**config.mk**
```make
export PLATFORM = sky130hd
export DESIGN_NAME = max_pool_flat
export DESIGN_NICKNAME = d
export VERILOG_FILES = /design/src/rtl/max_pool_if.sv /design/src/rtl/max_pool.sv /design/src/flat_wrapper.sv
export SDC_FILE = /design/constraint.sdc
export NUM_CORES = 1
export LEC_CHECK = 0
export ABC_AREA = 1
export CAP_MARGIN = 15
export CORE_ASPECT_RATIO = 0.7
export CORE_MARGIN = 2
export CORE_UTILIZATION = 37
export DETAILED_ROUTE_END_ITERATION = 10
export HOLD_SLACK_MARGIN = 0.15
export PLACE_DENSITY = 0.59
export REMOVE_ABC_BUFFERS = 1
export SLEW_MARGIN = 20
export SYNTH_ARGS = -nofsm -noshare
export SYNTH_HDL_FRONTEND = slang
export SYNTH_SLANG_ARGS = --single-unit
```
**constraint.sdc**
```tcl
create_clock -name clock -period 3.9 [get_ports clock]
set_clock_uncertainty 0.15 [all_clocks]
set_input_delay 0.585 -clock clock [delete_from_list [all_inputs] [get_ports clock]]
set_output_delay 0.585 -clock clock [all_outputs]
set_load 0.02 [all_outputs]
```
**src/rtl/max_pool_if.sv**
```systemverilog
// Pixel stream bundle for max_pool: raster-order input pixels and pooled output pixels.
// The master drives in_*, and the slave (the pooling block) drives out_*.
interface max_pool_if #(
  parameter int unsigned DATA_WIDTH = 8
);
  logic                  in_valid;
  logic                  in_sof;
  logic [DATA_WIDTH-1:0] in_pixel;
  logic                  out_valid;
  logic [DATA_WIDTH-1:0] out_pixel;
  logic                  out_last;

  modport master (
    output in_valid, in_sof, in_pixel,
    input  out_valid, out_pixel, out_last
  );

  modport slave (
    input  in_valid, in_sof, in_pixel,
    output out_valid, out_pixel, out_last
  );
endinterface

```
**src/rtl/max_pool.sv**
```systemverilog
// 2x2 stride-2 pooling over a raster pixel stream. Max pooling by default; define
// POOL_AVG_EN to switch to floor-average pooling.
module max_pool #(
  parameter int unsigned DATA_WIDTH = 8,
  parameter int unsigned IMG_WIDTH  = 8,
  parameter int unsigned IMG_HEIGHT = 8
) (
  input logic       clock,
  input logic       reset,
  max_pool_if.slave bus
);

  localparam int unsigned ColW    = (IMG_WIDTH > 1) ? $clog2(IMG_WIDTH) : 1;
  localparam int unsigned RowW    = (IMG_HEIGHT > 1) ? $clog2(IMG_HEIGHT) : 1;
  localparam int unsigned LbDepth = IMG_WIDTH / 2;
  localparam int unsigned LbIdxW  = (LbDepth > 1) ? $clog2(LbDepth) : 1;
`ifdef POOL_AVG_EN
  localparam int unsigned PairW   = DATA_WIDTH + 1;
`else
  localparam int unsigned PairW   = DATA_WIDTH;
`endif

  typedef enum logic {StEvenRow, StOddRow} row_phase_e;

`ifdef POOL_AVG_EN
  function automatic logic [PairW-1:0] combine_pair(input logic [DATA_WIDTH-1:0] a,
                                                    input logic [DATA_WIDTH-1:0] b);
    return {1'b0, a} + {1'b0, b};
  endfunction

  // Two pair sums fit in DATA_WIDTH+2 bits, so the floor divide by 4 cannot overflow.
  function automatic logic [DATA_WIDTH-1:0] combine_quad(input logic [PairW-1:0] a,
                                                         input logic [PairW-1:0] b);
    logic [DATA_WIDTH+1:0] sum;
    sum = {1'b0, a} + {1'b0, b};
    return sum[DATA_WIDTH+1:2];
  endfunction
`else
  function automatic logic [PairW-1:0] combine_pair(input logic [DATA_WIDTH-1:0] a,
                                                    input logic [DATA_WIDTH-1:0] b);
    return (a > b) ? a : b;
  endfunction

  function automatic logic [DATA_WIDTH-1:0] combine_quad(input logic [PairW-1:0] a,
                                                         input logic [PairW-1:0] b);
    return (a > b) ? a : b;
  endfunction
`endif

  logic [ColW-1:0]       col_q, col_d;
  logic [RowW-1:0]       row_q, row_d;
  row_phase_e            phase_q, phase_d;
  logic [DATA_WIDTH-1:0] hold_q, hold_d;
  logic                  out_valid_q, out_valid_d;
  logic                  out_last_q, out_last_d;
  logic [DATA_WIDTH-1:0] out_pixel_q, out_pixel_d;

  logic [PairW-1:0]      linebuf [LbDepth];
  logic                  lb_we;
  logic [LbIdxW-1:0]     lb_idx;
  logic [PairW-1:0]      pair;
  logic [DATA_WIDTH-1:0] result;

  logic [ColW-1:0]       eff_col;
  logic [RowW-1:0]       eff_row;
  row_phase_e            eff_phase;

  // Start-of-frame overrides the counters for the pixel that carries it.
  always_comb begin
    eff_col   = col_q;
    eff_row   = row_q;
    eff_phase = phase_q;
    if (bus.in_valid && bus.in_sof) begin
      eff_col   = '0;
      eff_row   = '0;
      eff_phase = StEvenRow;
    end
  end

  assign lb_idx = LbIdxW'(eff_col >> 1);
  assign pair   = combine_pair(hold_q, bus.in_pixel);
  assign result = combine_quad(linebuf[lb_idx], pair);

  always_comb begin
    col_d       = col_q;
    row_d       = row_q;
    phase_d     = phase_q;
    hold_d      = hold_q;
    out_valid_d = 1'b0;
    out_last_d  = 1'b0;
    out_pixel_d = out_pixel_q;
    lb_we       = 1'b0;
    if (bus.in_valid) begin
      if (!eff_col[0]) begin
        hold_d = bus.in_pixel;
      end else if (eff_phase == StEvenRow) begin
        lb_we = 1'b1;
      end else begin
        out_valid_d = 1'b1;
        out_pixel_d = result;
        out_last_d  = (eff_row == RowW'(IMG_HEIGHT - 1)) && (eff_col == ColW'(IMG_WIDTH - 1));
      end

      if (eff_col == ColW'(IMG_WIDTH - 1)) begin
        col_d   = '0;
        row_d   = (eff_row == RowW'(IMG_HEIGHT - 1)) ? '0 : eff_row + RowW'(1);
        phase_d = (eff_phase == StEvenRow) ? StOddRow : StEvenRow;
      end else begin
        col_d   = eff_col + ColW'(1);
        row_d   = eff_row;
        phase_d = eff_phase;
      end
    end
  end

  always_ff @(posedge clock) begin
    if (reset) begin
      col_q       <= '0;
      row_q       <= '0;
      phase_q     <= StEvenRow;
      hold_q      <= '0;
      out_valid_q <= 1'b0;
      out_last_q  <= 1'b0;
      out_pixel_q <= '0;
    end else begin
      col_q       <= col_d;
      row_q       <= row_d;
      phase_q     <= phase_d;
      hold_q      <= hold_d;
      out_valid_q <= out_valid_d;
      out_last_q  <= out_last_d;
      out_pixel_q <= out_pixel_d;
    end
  end

  // Stale entries are always rewritten by an even row before an odd row reads them.
  always_ff @(posedge clock) begin
    if (lb_we) begin
      linebuf[lb_idx] <= pair;
    end
  end

  assign bus.out_valid = out_valid_q;
  assign bus.out_last  = out_last_q;
  assign bus.out_pixel = out_pixel_q;

endmodule
```
**src/flat_wrapper.sv**
```systemverilog
// flat-port wrapper written by rule: the top's interface ports become plain ports
module max_pool_flat 
#(
  parameter int unsigned DATA_WIDTH = 8,
  parameter int unsigned IMG_WIDTH  = 8,
  parameter int unsigned IMG_HEIGHT = 8
)
  (clock, reset, bus_in_valid, bus_in_sof, bus_in_pixel, bus_out_valid, bus_out_pixel, bus_out_last);
  max_pool_if #(.DATA_WIDTH(DATA_WIDTH)) bus_i ();
  input logic clock;
  input logic reset;
  input wire logic [$bits(bus_i.in_valid)-1:0] bus_in_valid;
  input wire logic [$bits(bus_i.in_sof)-1:0] bus_in_sof;
  input wire logic [$bits(bus_i.in_pixel)-1:0] bus_in_pixel;
  output wire logic [$bits(bus_i.out_valid)-1:0] bus_out_valid;
  output wire logic [$bits(bus_i.out_pixel)-1:0] bus_out_pixel;
  output wire logic [$bits(bus_i.out_last)-1:0] bus_out_last;
  assign bus_i.in_valid = bus_in_valid;
  assign bus_i.in_sof = bus_in_sof;
  assign bus_i.in_pixel = bus_in_pixel;
  assign bus_out_valid = bus_i.out_valid;
  assign bus_out_pixel = bus_i.out_pixel;
  assign bus_out_last = bus_i.out_last;
  max_pool #(.DATA_WIDTH(DATA_WIDTH), .IMG_WIDTH(IMG_WIDTH), .IMG_HEIGHT(IMG_HEIGHT)) u_core (.clock(clock), .reset(reset), .bus(bus_i));
endmodule
```
==> impl_metrics.json <==
{
  "vias": 2400,
  "cts-root-buf": "clkbuf_16",
  "synth_area_leaders": "edfxtp_1 32%, dfxtp_1 17%, nand2_1 12%",
  "p_clk_share_pct": 47.6,
  "drive_gt1_share_pct": 11.3,
  "p_int_uw": 1310,
  "max_freq_mhz": 289,
  "synth.avg_cell_area_um2": 8.42,
  "hold_viol": 0,
  "setup_viol": 0,
  "start_util_pct": 38.3,
  "rrSetupSlack_ns": 0.89,
  "numCtsBuffers": 9,
  "synth-seq-cells": 57,
  "critical_path.startpoint": "bus_in_pixel[7]",
  "cts_max_level": 3,
  "cp.arrival_ns": 3.58,
  "cts_hold_buf": 0,
  "grt_overflow": 0,
  "io_pins": 22,
  "hold_slack_ns": 0.323,
  "synth_area_mm2": 0.00303,
  "io_buffer_count": 21,
  "cp_common_cell": "nand2_1",
  "cts_buffer_depth": 2,
  "cts_tree": "yes",
  "worst_pin_slew_ns": 0.605,
  "synth_top_area_share_pct": 31.7,
  "die_area_mm2": 0.00894,
  "clock_latency_ns": 0.33,
  "comb_power_share_pct": 14.6,
  "maxSlewHeadroom_pct": 59.6,
  "core_mm2": 0.00791,
  "cp_max_fo": 8,
  "row_count": 27,
  "critPathSlowestCell": "clkdlybuf4s50_1",
  "first_pass_iters": 6,
  "drt_iter0_markers": 168,
  "critPathRequiredTime_ns": 4.02,
  "p_leak_uw": 0.00172,
  "finalCritPeriodShare_pct": 88.7,
  "ant_nets": 0,
  "power_frac_seq_pct": 37.8,
  "status": "complete, no violations",
  "globalplace.congestion": 0.831,
  "antenna_found_initial": 0,
  "clk_pin_slew_ns": 0.05,
  "worstReg2RegStart": "u_core.hold_q[7]",
  "synth_warnings": 0,
  "grt.total_usage_pct": 16.9,
  "mostFrequentLayoutCells": "100 x nand2_1, 49 x inv_1, 42 x nand3_1",
  "cp-start-kind": "input pin",
  "hold_start": "u_core.col_q[2]",
  "critical_path_class": "input pin to flip-flop",
  "fin_tns_setup_ns": 0,
  "p_switching_uw": 457,
  "drv_cap": 0,
  "layout-area-overhead-vs-synth_pct": 22.2,
  "ir_drop_mv": 0.247,
  "layout_commonest_cell": "nand2_1",
  "ys_types": 28,
  "antenna_cells": 0,
  "die_x_um": 112,
  "place_ws_ns": 0.175,
  "max_stage_delay_ns": 0.45,
  "die_h_um": 79.7,
  "wl_um": 6670,
  "end_kind": "flip-flop",
  "post-cts-setup-buffer-count": 0,
  "cts.sinks": 57,
  "routed_via_density": 4.80,
  "grt_first_pass_wirelength_um": 11400,
  "finalNetCount": 426,
  "path_cells": "clkdlybuf4s50_1 > inv_1 > ha_1 > nand2_1 > nor2_1 > nand4_1 > nand2_1 > nand2_1 > nand2_1 > ha_1 > a21o_1 > a21oi_1 > nand2_2 > nand2_1 > nand3_1 > a21oi_2",
  "power.density_mw_per_mm2": 478,
  "wire_per_inst_um": 13.3,
  "post_cts_resized": 0,
  "hp-class": "flip-flop to flip-flop",
  "synthCells": 360,
  "drv_slew": 0,
  "synth_area_leader_cell": "edfxtp_1",
  "rsz0062_at_grt": "false",
  "grt_max_degree": 20,
  "drcViolationCount": 0,
  "setup_ws_ns": 0.440,
  "grt_pass1_vias": 2358,
  "yosysSeqAreaShare_pct": 48.2,
  "min_period_ns": 3.46,
  "place_hpwl_um": 4720,
  "netSwitchingFraction_pct": 25.8
}
critical path: cells and delay by family:
kind,cells,cell delay (ns)
AO/OA/AOI/OAI,3,0.50
adder cells (fa/ha/maj),2,0.56
buffers and inverters,2,0.51
AND/OR/NAND/NOR,9,1.41
kinds of logic (layout without fill, tap and decap cells):
family          Yosys count  count (layout)  share of synthesized area [%]
simple gates            172             172                           25.5
buf+inv                  60              99                           8.55
flops                    57              57                           48.2
compound gates           51              51                           9.50
fa+ha+maj                20              20                           8.26
registers in the layout, summed over array words and instances (netlist names):
signal	count
u_core.phase_q	1
u_core.hold_q	8
u_core.linebuf	32
u_core.bus.out_pixel	8
u_core.col_q	3
u_core.row_q	3
u_core.bus.out_valid	1
u_core.bus.out_last	1
cell type report:
cell class,instances,area [µm²]
fillers,778,4200
flip-flops and latches,57,1460
multi-input cells,243,1310
repair buffers,32,293
clock buffers,10,229
inverters,51,191
well taps,101,126
clock inverters,6,91.3
power by group through the flow:
stage               combinational (µW)  clock [µW]  sequential (µW)
global route                       303         893              669
finish                             259         843              668
global placement                   251           0              680
floorplan                          176           0              681
detailed placement                 257           0              680
CTS                                261         864              668
metrics by stage:
step	total power, µW	cells	util, %	area (µm²)
final	1770	500	46.8	3700
after global routing	1870	500	46.8	3700
after CTS	1790	500	46.8	3700
after detailed placement	937	484	42.8	3380
after global placement	931	484	42.8	3380
after floorplan	857	351	-	2960
per-layer routing:
layer	wire length (µm)	global-route usage [%]	vias up
li1	-	-	1260
met4	117	6.34	0
met3	323	5.92	11
met2	2850	25.2	45
met1	3370	22.6	1084
met5	0	0	-
synthesized netlist by cell type:
| library cell | n |
|---|---|
| nand4_1 | 1 |
| dfxtp_1 | 25 |
| a21oi_2 | 6 |
| nand4_2 | 1 |
| nor3_1 | 5 |
| ha_1 | 20 |
| nand2_8 | 1 |
| a211oi_1 | 1 |
| and3_1 | 1 |
| nor2_1 | 10 |
| nor2_2 | 1 |
| nand3_1 | 42 |
| inv_2 | 1 |
| buf_12 | 1 |
| and2_1 | 1 |
| buf_4 | 1 |
| buf_2 | 5 |
| clkinv_1 | 1 |
| clkbuf_1 | 1 |
| a21o_1 | 3 |
| inv_1 | 49 |
| buf_6 | 1 |
| a21oi_1 | 20 |
| nand2_2 | 7 |
| o21ai_0 | 21 |
| edfxtp_1 | 32 |
| nor2_4 | 2 |
| nand2_1 | 100 |
worst paths after layout:
| path | cells past startpoint | endpoint |
|---|---|---|
| setup / recovery | 16 | u_core.bus.out_pixel[3] |
| hold reg to reg | 2 | u_core.col_q[2] |
| hold / removal | 2 | u_core.col_q[2] |
| setup reg to reg | 14 | u_core.bus.out_pixel[3] |
(Power assumes the default switching activity.)
